<file path="src/rtl/sprite_pkg.sv">
// Shared types and default configuration for the player-sprite address generator.
// Contents:
//   pose_t          sprite pose encoding (IDLE, RUN, DOWN, JUMP)
//   DEF_*           default sheet geometry and per-pose base addresses
//   idx_width()     width of a counter that holds 0..n-1 (never less than 1 bit)
package sprite_pkg;

  typedef enum logic [1:0] {
    IDLE = 2'd0,
    RUN  = 2'd1,
    DOWN = 2'd2,
    JUMP = 2'd3
  } pose_t;

  localparam int DEF_SHEET_AW    = 21;
  localparam int DEF_SPR_W       = 68;
  localparam int DEF_SPR_H       = 34;
  localparam int DEF_NUM_FRAMES  = 4;
  localparam int DEF_FRAME_DIV   = 6;
  localparam int DEF_BASE_IDLE   = 0;
  localparam int DEF_BASE_RUN    = 2312;
  localparam int DEF_BASE_DOWN   = 21680;
  localparam int DEF_BASE_JUMP   = 23992;
  localparam int DEF_LEFT_OFFSET = 50620;

  function automatic int idx_width(input int n);
    return (n > 1) ? $clog2(n) : 1;
  endfunction

endpackage

</file>
<file path="src/rtl/sprite_frame_seq.sv">
// Pose state machine, frame-tick divider and animation frame counter.
// pose_in and facing_in are sampled only on frame_tick, so everything this
// block drives is stable for a whole scanned video frame.
// Ports:
//   clk, rst_n     clock, asynchronous active-low reset
//   frame_tick     one-cycle pulse per video frame
//   pose_in        requested pose
//   facing_in      requested facing (1 = left)
//   pose_o         current pose
//   facing_o       current facing
//   frame_o        current animation frame
module sprite_frame_seq
  import sprite_pkg::*;
#(
  parameter int NUM_FRAMES = DEF_NUM_FRAMES,
  parameter int FRAME_DIV  = DEF_FRAME_DIV,
  parameter int FW         = idx_width(NUM_FRAMES)
) (
  input  logic          clk,
  input  logic          rst_n,
  input  logic          frame_tick,
  input  pose_t         pose_in,
  input  logic          facing_in,
  output pose_t         pose_o,
  output logic          facing_o,
  output logic [FW-1:0] frame_o
);

  localparam int            DW        = idx_width(FRAME_DIV);
  localparam logic [DW-1:0] DIV_LAST  = DW'(FRAME_DIV - 1);
  localparam logic [FW-1:0] FRAME_LAST = FW'(NUM_FRAMES - 1);

  pose_t          state_q, state_d;
  logic [DW-1:0]  div_q, div_d;
  logic [FW-1:0]  frame_q, frame_d;
  logic           facing_q, facing_d;

  // NOTE: sequential state uses non-blocking assignments so every flop
  // samples the values from before the edge, independent of statement order.
  always_ff @(posedge clk or negedge rst_n) begin
    if (!rst_n) begin
      state_q  <= IDLE;
      div_q    <= '0;
      frame_q  <= '0;
      facing_q <= 1'b0;
    end else begin
      state_q  <= state_d;
      div_q    <= div_d;
      frame_q  <= frame_d;
      facing_q <= facing_d;
    end
  end

  // NOTE: every signal gets a hold default before any branch, so no path
  // leaves it unassigned and no latch is inferred.
  always_comb begin
    state_d  = state_q;
    div_d    = div_q;
    frame_d  = frame_q;
    facing_d = facing_q;
    if (frame_tick) begin
      facing_d = facing_in;
      if (pose_in != state_q) begin
        // A new pose always starts its animation from the first frame.
        state_d = pose_in;
        div_d   = '0;
        frame_d = '0;
      end else if (div_q == DIV_LAST) begin
        div_d = '0;
        unique case (state_q)
          RUN:     frame_d = (frame_q == FRAME_LAST) ? '0 : frame_q + FW'(1);
          JUMP:    frame_d = (frame_q == FRAME_LAST) ? frame_q : frame_q + FW'(1);
          default: frame_d = '0;
        endcase
      end else begin
        div_d = div_q + DW'(1);
      end
    end
  end

  assign pose_o   = state_q;
  assign facing_o = facing_q;
  assign frame_o  = frame_q;

endmodule

</file>
<file path="src/rtl/sprite_anim_engine.sv">
// Player-sprite address generator: one instance serves every pose.
// Per scanned pixel it performs the sprite hit test and computes the
// sprite-sheet ROM address through a 2-stage pipeline (2 Clk latency).
// Build option: define SPRITE_MIRROR_EN to mirror right-facing art
// horizontally for facing_left instead of adding LEFT_OFFSET.
// Ports:
//   Clk, Reset_n         clock, asynchronous active-low reset
//   frame_tick           one-Clk pulse per video frame
//   pose                 0=IDLE 1=RUN 2=DOWN 3=JUMP
//   facing_left          1 = player faces left
//   DrawX, DrawY         current scan pixel
//   PlayerX, PlayerY     sprite top-left corner
//   playerOn             pixel lies inside the sprite
//   spriteAddress        sprite-sheet ROM address (0 on a miss)
//   frameIdx             current animation frame
//   PlayerWidth/Height   constant sprite dimensions
module sprite_anim_engine
  import sprite_pkg::*;
#(
  parameter int SHEET_AW    = DEF_SHEET_AW,
  parameter int SPR_W       = DEF_SPR_W,
  parameter int SPR_H       = DEF_SPR_H,
  parameter int NUM_FRAMES  = DEF_NUM_FRAMES,
  parameter int FRAME_DIV   = DEF_FRAME_DIV,
  parameter int BASE_IDLE   = DEF_BASE_IDLE,
  parameter int BASE_RUN    = DEF_BASE_RUN,
  parameter int BASE_DOWN   = DEF_BASE_DOWN,
  parameter int BASE_JUMP   = DEF_BASE_JUMP,
  parameter int LEFT_OFFSET = DEF_LEFT_OFFSET,
  localparam int FW         = idx_width(NUM_FRAMES)
) (
  input  logic                Clk,
  input  logic                Reset_n,
  input  logic                frame_tick,
  input  logic [1:0]          pose,
  input  logic                facing_left,
  input  logic [9:0]          DrawX,
  input  logic [9:0]          DrawY,
  input  logic [9:0]          PlayerX,
  input  logic [9:0]          PlayerY,
  output logic                playerOn,
  output logic [SHEET_AW-1:0] spriteAddress,
  output logic [FW-1:0]       frameIdx,
  output logic [9:0]          PlayerWidth,
  output logic [9:0]          PlayerHeight
);

  pose_t         pose_cur;
  logic          facing_cur;
  logic [FW-1:0] frame_cur;

  sprite_frame_seq #(
    .NUM_FRAMES (NUM_FRAMES),
    .FRAME_DIV  (FRAME_DIV),
    .FW         (FW)
  ) u_frame_seq (
    .clk        (Clk),
    .rst_n      (Reset_n),
    .frame_tick (frame_tick),
    .pose_in    (pose_t'(pose)),
    .facing_in  (facing_left),
    .pose_o     (pose_cur),
    .facing_o   (facing_cur),
    .frame_o    (frame_cur)
  );

  // Stage 1: hit test and sprite-relative offsets. The compare runs at
  // 11 bits so a sprite near the right/bottom edge cannot wrap onto column 0.
  logic [10:0] draw_x11, draw_y11, play_x11, play_y11;
  logic        hit_d, hit_q;
  logic [9:0]  dx_d, dx_q, dy_d, dy_q;

  always_comb begin
    draw_x11 = {1'b0, DrawX};
    draw_y11 = {1'b0, DrawY};
    play_x11 = {1'b0, PlayerX};
    play_y11 = {1'b0, PlayerY};
    hit_d    = (draw_x11 >= play_x11) && (draw_x11 < play_x11 + 11'(SPR_W)) &&
               (draw_y11 >= play_y11) && (draw_y11 < play_y11 + 11'(SPR_H));
    dx_d     = DrawX - PlayerX;
    dy_d     = DrawY - PlayerY;
  end

  // Stage 2: address assembly. Pose, frame and facing are read from the
  // sequencer registers, so a frame_tick on the capture edge still uses the
  // pre-tick values.
  logic [SHEET_AW-1:0] base_addr, side_offset, addr;
  logic [9:0]          dx_eff;
  logic                player_on_d, player_on_q;
  logic [SHEET_AW-1:0] sprite_address_d, sprite_address_q;

  always_comb begin
    unique case (pose_cur)
      IDLE:    base_addr = SHEET_AW'(BASE_IDLE);
      RUN:     base_addr = SHEET_AW'(BASE_RUN);
      DOWN:    base_addr = SHEET_AW'(BASE_DOWN);
      default: base_addr = SHEET_AW'(BASE_JUMP);
    endcase
`ifdef SPRITE_MIRROR_EN
    dx_eff      = facing_cur ? (10'(SPR_W - 1) - dx_q) : dx_q;
    side_offset = '0;
`else
    dx_eff      = dx_q;
    side_offset = facing_cur ? SHEET_AW'(LEFT_OFFSET) : '0;
`endif
    addr = base_addr
         + SHEET_AW'(frame_cur) * SHEET_AW'(SPR_W * SPR_H)
         + SHEET_AW'(dy_q) * SHEET_AW'(SPR_W)
         + SHEET_AW'(dx_eff)
         + side_offset;
    player_on_d      = hit_q;
    sprite_address_d = hit_q ? addr : '0;
  end

  always_ff @(posedge Clk or negedge Reset_n) begin
    if (!Reset_n) begin
      hit_q            <= 1'b0;
      dx_q             <= '0;
      dy_q             <= '0;
      player_on_q      <= 1'b0;
      sprite_address_q <= '0;
    end else begin
      hit_q            <= hit_d;
      dx_q             <= dx_d;
      dy_q             <= dy_d;
      player_on_q      <= player_on_d;
      sprite_address_q <= sprite_address_d;
    end
  end

  assign playerOn      = player_on_q;
  assign spriteAddress = sprite_address_q;
  assign frameIdx      = frame_cur;
  assign PlayerWidth   = 10'(SPR_W);
  assign PlayerHeight  = 10'(SPR_H);

endmodule

</file>
<file path="config.mk">
export PLATFORM = sky130hd
export DESIGN_NAME = sprite_anim_engine
export DESIGN_NICKNAME = d
export VERILOG_FILES = /design/src/rtl/sprite_pkg.sv /design/src/rtl/sprite_frame_seq.sv /design/src/rtl/sprite_anim_engine.sv
export SDC_FILE = /design/constraint.sdc
export NUM_CORES = 1
export LEC_CHECK = 0
export BUFFER_PORTS_ARGS = -buffer_cell sky130_fd_sc_hd__buf_2
export CAP_MARGIN = 20
export CORE_ASPECT_RATIO = 0.9
export CORE_MARGIN = 1.5
export CORE_UTILIZATION = 30
export DETAILED_ROUTE_END_ITERATION = 8
export HOLD_SLACK_MARGIN = 0.1
export SLEW_MARGIN = 20
export SYNTH_ARGS = -nofsm -noshare
export SYNTH_HDL_FRONTEND = slang
export SYNTH_SLANG_ARGS = --single-unit
</file>
<file path="constraint.sdc">
create_clock -name Clk -period 4.9 [get_ports Clk]
set_input_delay 0.245 -clock Clk [delete_from_list [all_inputs] [get_ports Clk]]
set_output_delay 0.245 -clock Clk [all_outputs]
set_load 0.03 [all_outputs]
</file>
==> run_results.csv, run 1 <==
group,metric,value,unit
timing,setup_violations,0,
finish,seqCellArea,1230,um2
logic_synthesis,ys_ff_latch,49,
job,cap_violations,0,
finish,drive_gt1_share,14.8,%
routing,ant_nets,0,
logic_synthesis,synth_area,4980,um2
place,place.detailed.hpwl,8220,um
finish,utilization,35.1,%
grt,overflow,0,
clock_tree,cts-resized-gates,0,
logic_synthesis,yosysTopAreaCell,"dfrtp_1",
floorplan,fp.dieW,139,um
finish,fin_nets,749,
routing,viasPerCell,4.50,
routing,drc,0,
floorplan,dieArea,17400,um2
clock_tree,post_cts_buffers,0,
outcome,outcome,"finished, final reports clean",
floorplan,fp.dieH,125,um
critical_path,required,5080,ps
clock_tree,cts_max_path_buffers,2,
timing,worst_slew_pin_slew,622,ps
grt,grt_antenna_before_repair,0,
timing,drv_slew,0,
floorplan,initial_core_util,30.8,%
critical_path,end_kind,"flip-flop",
timing,hold_violations,0,
worst_hold_path,hold_class,"primary input to flip-flop",
logic_synthesis,yosys-top-cells-count,"ha_1, inv_1, dfrtp_1",
critical_path,crit_fanout,5,
timing,final.setup.tns,0,ps
routing,firstDrtPassIters,4,
timing,fin_worst_skew,6.31,ps
pwr,p_leak,0.00299,uW
clock_tree,numCtsBuffers,5,
timing,post-route-period-util,91.6,%
clock_tree,clk_latency,290,ps
clock_tree,clock_sinks,49,
finish,fin_area,5680,um2
logic_synthesis,synth-main-ff-cell,"dfrtp_1",
logic_synthesis,synth_area_leaders,"dfrtp_1, ha_1, fa_1, xnor2_1, inv_1",
timing,rsz0062_at_grt,"no",
logic_synthesis,yosysWarnings,0,
finish,multi_input_area,3390,um2
critical_path,criticalPathCategory,"flip-flop to flip-flop",
floorplan,rows,44,
critical_path,worst_ep_arrival_time,4670,ps
routing,wl_per_cell,12.1,um
floorplan,ios,90,
clock_tree,cts_root_buffer,"clkbuf_16",
logic_synthesis,yosysSeqAreaShare,24.6,%
grt,grt_max_degree,50,
routing,routed_wl,9720,um
pwr,powerDensity,561,nW/um2
logic_synthesis,synth.distinct_cells,62,
finish,syn2layout_area_growth,14.0,%
floorplan,core,16200,um2
finish,n_fill_cell,1683,
timing,fin_ws,413,ps
clock_tree,clk_pin_slew,70,ps
critical_path,start_kind,"flip-flop",
logic_synthesis,synth_top_area_share,24.6,%
place,dp_slack,457,ps
logic_synthesis,synth-edff-count,0,
logic_synthesis,syn_avg_cell_area,9.49,um2
logic_synthesis,synthArstFlopShare,100,%
grt,first_global_vias,3554,
timing,slew_headroom,58.6,%
timing,layout_min_cycle_time,4490,ps
clock_tree,cts_max_level,2,
grt,grt.total_usage,11.7,%
place,placed_cell_area,5470,um2
routing,drtIter0Drc,129,
place,gp_congestion,0.809,
grt,grt_pass1_wl,17000,um
place,port_buffers,67,
routing,vias,3608,
pwr,peakVddDrop,358,uV
logic_synthesis,synthCells,525,
timing,fmax,223,MHz
clock_tree,cts_tree,"done",
finish,diodes,0,
logic_synthesis,yosysMostFrequentCell,"ha_1",
cells by family (layout without fill, tap and decap cells):
| group | count (synthesis) | after routing | share of synthesized area [%] |
|---|---|---|---|
| and+or+nand+nor | 126 | 126 | 13.4 |
| DFF | 49 | 49 | 24.6 |
| muxes | 4 | 4 | 0.854 |
| AOI/OAI and AO/OA | 96 | 96 | 13.7 |
| adders and majority gates | 109 | 109 | 30.8 |
| xor gates and xnor gates | 43 | 43 | 7.56 |
| other | 2 | 22 | 0.151 |
| buffers and inverters | 96 | 146 | 8.89 |
critical path, cell delays in order, from the launching register on:
cell	delay, ps
dfrtp_1	390
ha_1	280
ha_1	170
inv_1	60
fa_1	400
nor2b_1	120
o21ai_0	120
a21boi_0	250
nor2_1	100
fa_1	460
ha_1	310
ha_1	310
ha_1	360
a21o_1	250
a21oi_4	210
nand4_2	140
a41oi_2	230
xnor2_1	80
and2_1	150
cells in the final DEF, fill, tap and decap left out, types with 19 or more instances in the layout:
cell / Yosys / final
ha_1: 86 / 86
nor2_1: 23 / 23
xnor2_1: 30 / 30
inv_1: 68 / 68
buf_2: 0 / 67
dfrtp_1: 49 / 49
nand3_1: 19 / 19
o21ai_0: 21 / 21
a21oi_1: 20 / 20
conb_1: 2 / 22
fa_1: 23 / 23
nand2_1: 23 / 23
worst paths after layout:
kind / end / from / slack, ps / depth (start not counted)
worst max-delay path: spriteAddress[16] / dy_q[5] / 410 / 18
worst min-delay path: u_frame_seq.facing_o / facing_left / 190 / 3
worst max register to register: spriteAddress[16] / dy_q[5] / 410 / 18
worst min register to register: spriteAddress[0] / dx_eff[0] / 460 / 1
max in group asynchronous: dy_q[7] / Reset_n / 3910 / 3
min in group asynchronous: spriteAddress[3] / Reset_n / 580 / 3
metrics by stage:
step / std cells / power (uW) / hold WS, ps
4_1_cts: 802 / 3220 / 190
2_1_floorplan: 545 / 2300 / -50.6
3_3_place_gp: 793 / 2710 / 384
6_report: 802 / 3190 / 195
3_5_place_dp: 793 / 2730 / 385
5_1_grt: 802 / 3570 / 221
cell type report:
cell class	instances	area share (%)
Multi-Input combinational cell	400	59.7
Sequential cell	49	21.6
Timing Repair Buffer	69	6.21
Inverter	69	4.56
Tap cell	207	4.56
Clock buffer	5	2.20
Clock inverter	3	1.21
power breakdown:
part	leakage, uW	switching [uW]	internal [uW]
combinational	0.00227	1270	974
sequential	0.000629	38.3	462
clock	0.0000944	150	294
total	0.00299	1460	1730
state kept, by name (all words and copies together), names as in the netlist:
| signal | cells |
|---|---|
| dx_eff | 10 |
| dy_q | 10 |
| hit_q | 1 |
| playerOn | 1 |
| spriteAddress | 19 |
| u_frame_seq.div_q | 3 |
| u_frame_seq.facing_o | 1 |
| u_frame_seq.frame_o | 2 |
| u_frame_seq.pose_o | 2 |
repair_timing:
action	CTS	global route
hold buffers	1	0
endpoints found under the setup margin	0	0
endpoints found under the hold margin	49	0
metal layers:
layer / track usage, % / wire length (um) / vias up
met5: 0 / 0 / -
met4: 1.84 / 62 / 0
met3: 1.80 / 383 / 7
met2: 18.4 / 4140 / 84
met1: 17.2 / 5140 / 1621
li1: - / - / 1896
Note: power is estimated with default switching activity, not from simulation.
==> inputs of run 2 (changes only) <==
BUFFER_PORTS_ARGS = default   (was -buffer_cell sky130_fd_sc_hd__buf_2)
DONT_BUFFER_PORTS = 1   (was default)
==> run_results.csv, run 2 (synthesis gave the netlist of run 1 again) <==
group,metric,value,unit
clock_tree,cts_max_path_buffers,2,
finish,drive_gt1_share,3.77,%
finish,syn2layout_area_growth,7.51,%
pwr,p_leak,0.00269,uW
place,place.detailed.hpwl,8770,um
timing,final.setup.tns,0,ps
critical_path,crit_fanout,5,
timing,post-route-period-util,92.5,%
critical_path,required,5080,ps
grt,grt_antenna_before_repair,0,
routing,drtIter0Drc,104,
timing,rsz0062_at_grt,"no",
critical_path,critPathSlowestCell,"fa_1",
floorplan,fp.dieH,125,um
critical_path,r2r_cells,18,
floorplan,dieArea,17400,um2
place,place_inst,725,
critical_path,cpMostUsedCell,"ha_1",
finish,final_cells,738,
timing,slew_headroom,61.5,%
floorplan,ios,90,
critical_path,path_buf_inv,1,
floorplan,core,16200,um2
routing,firstDrtPassIters,4,
grt,first_global_vias,3763,
routing,viasPerCell,4.79,
critical_path,crit-reg2reg-launch,"dy_q[5]",
timing,fmax,221,MHz
outcome,outcome,"finished, final reports clean",
job,cap_violations,0,
finish,final_cell_mix,"ha_1, inv_1, dfrtp_1, xnor2_1",
timing,worst_slew_pin_slew,577,ps
clock_tree,cts_max_level,2,
routing,drc,0,
floorplan,rows,44,
clock_tree,cts_root_buffer,"clkbuf_16",
floorplan,fp.dieW,139,um
place,gp_congestion,0.842,
finish,fin_nets,686,
timing,fin_worst_skew,4.06,ps
clock_tree,clk_pin_slew,60,ps
routing,wl_per_cell,13.9,um
critical_path,criticalPathCategory,"flip-flop to flip-flop",
clock_tree,clock_sinks,49,
finish,largest_reg_flops,19,
finish,n_fill_cell,1688,
clock_tree,cts_tree,"done",
finish,final_common_cell,"ha_1",
timing,drv_slew,0,
clock_tree,numCtsBuffers,5,
timing,hold_violations,0,
critical_path,start_kind,"flip-flop",
place,dp_slack,406,ps
critical_path,r2r_slack,370,ps
pwr,p_total,3060,uW
clock_tree,clk_latency,290,ps
grt,grt_max_degree,50,
critical_path,end_kind,"flip-flop",
critical_path,cp_cell_sequence,"ha_1 -> ha_1 -> inv_1 -> fa_1 -> nor2b_1 -> o21ai_0 -> a21boi_0 -> nor2_1 -> fa_1 -> ha_1 -> ha_1 -> ha_1 -> a21o_1 -> a21oi_4 -> nand4_2 -> a41oi_2 -> xnor2_1 -> and2_1",
grt,grt_pass1_wl,17600,um
floorplan,initial_core_util,30.8,%
routing,ant_nets,0,
clock_tree,post_cts_buffers,0,
critical_path,path_depth,18,
critical_path,cpPeakStageDelay,460,ps
worst_hold_path,hold_class,"primary input to flip-flop",
worst_hold_path,hold_depth,2,
pwr,peakVddDrop,497,uV
place,placed_cell_area,5130,um2
grt,grt.total_usage,12.2,%
timing,layout_min_cycle_time,4530,ps
critical_path,cpLargestDelayFamily,"adder cells",
critical_path,worst_ep_arrival_time,4710,ps
finish,fin_area,5360,um2
timing,fin_ws,366,ps
timing,setup_violations,0,
worst_hold_path,min_to,"u_frame_seq.frame_o[1]",
routing,routed_wl,10300,um
critical_path,r2r_end,"spriteAddress[16]",
finish,diodes,0,
grt,overflow,0,
place,port_buffers,0,
routing,vias,3535,
finish,multi_input_area,3390,um2
finish,seqCellArea,1230,um2
pwr,powerDensity,571,nW/um2
worst_hold_path,hold_path_startpoint,"pose[0]",
## run 2: changes by cell type in the layout (fill, tap and decap cells not counted), sizes merged
cell / change
inv: -1
clkbuf: +1
dlygate4sd3: +4
clkinvlp: +1
buf: -67
bufinv: -2
## run 2: stage by stage
| stage | utilization, % | hold WS, ps |
|---|---|---|
| 6_report | 33.1 | 129 |
| 2_1_floorplan | - | -50.6 |
| 4_1_cts | 33.1 | 123 |
| 3_5_place_dp | 31.7 | -49.4 |
| 5_1_grt | 33.1 | 144 |
| 3_3_place_gp | 31.7 | -48.8 |
## run 2: worst max path at each step
stage,slack [ps],endpoint,from
after CTS,360,spriteAddress[16],dy_q[2]
after detailed placement,410,spriteAddress[16],dy_q[2]
after global routing,80,spriteAddress[16],dy_q[5]
final,370,spriteAddress[16],dy_q[5]
after floorplan,720,spriteAddress[16],dy_q[2]
after global placement,530,spriteAddress[16],dy_q[2]
## run 2: cell type report
type | count | share of cell area, %
tap | 207 | 4.84
sequential | 49 | 22.9
multi-input combinational | 400 | 63.2
clock inverter | 1 | 0.140
timing repair buffer | 6 | 1.45
inverter | 69 | 4.84
clock buffer | 6 | 2.59
## run 2: metal layers
metal	GRT usage [%]	vias up	wire length [um]
li1	-	1770	-
met1	16.2	1644	4940
met2	20.5	106	4680
met3	2.53	15	541
met4	2.70	0	141
met5	0	-	0
## run 2: where the power goes
group | switching (uW) | internal [uW]
registers | 85.6 | 462
logic | 1220 | 948
clock network | 139 | 200
## run 2: what timing repair did
item	4_1_cts	5_1_grt
resized for setup	0	0
endpoints found under the hold margin	53	0
hold buffers	6	0
## run 2: worst register-to-register path, delay by kind of cell, from the launching register on
kind / cells / cell delay (ps)
simple gates: 4 / 540
xor+xnor: 1 / 80
buf+inv: 1 / 60
compound gates: 5 / 1060
flops: 1 / 400
fa+ha+maj: 7 / 2290
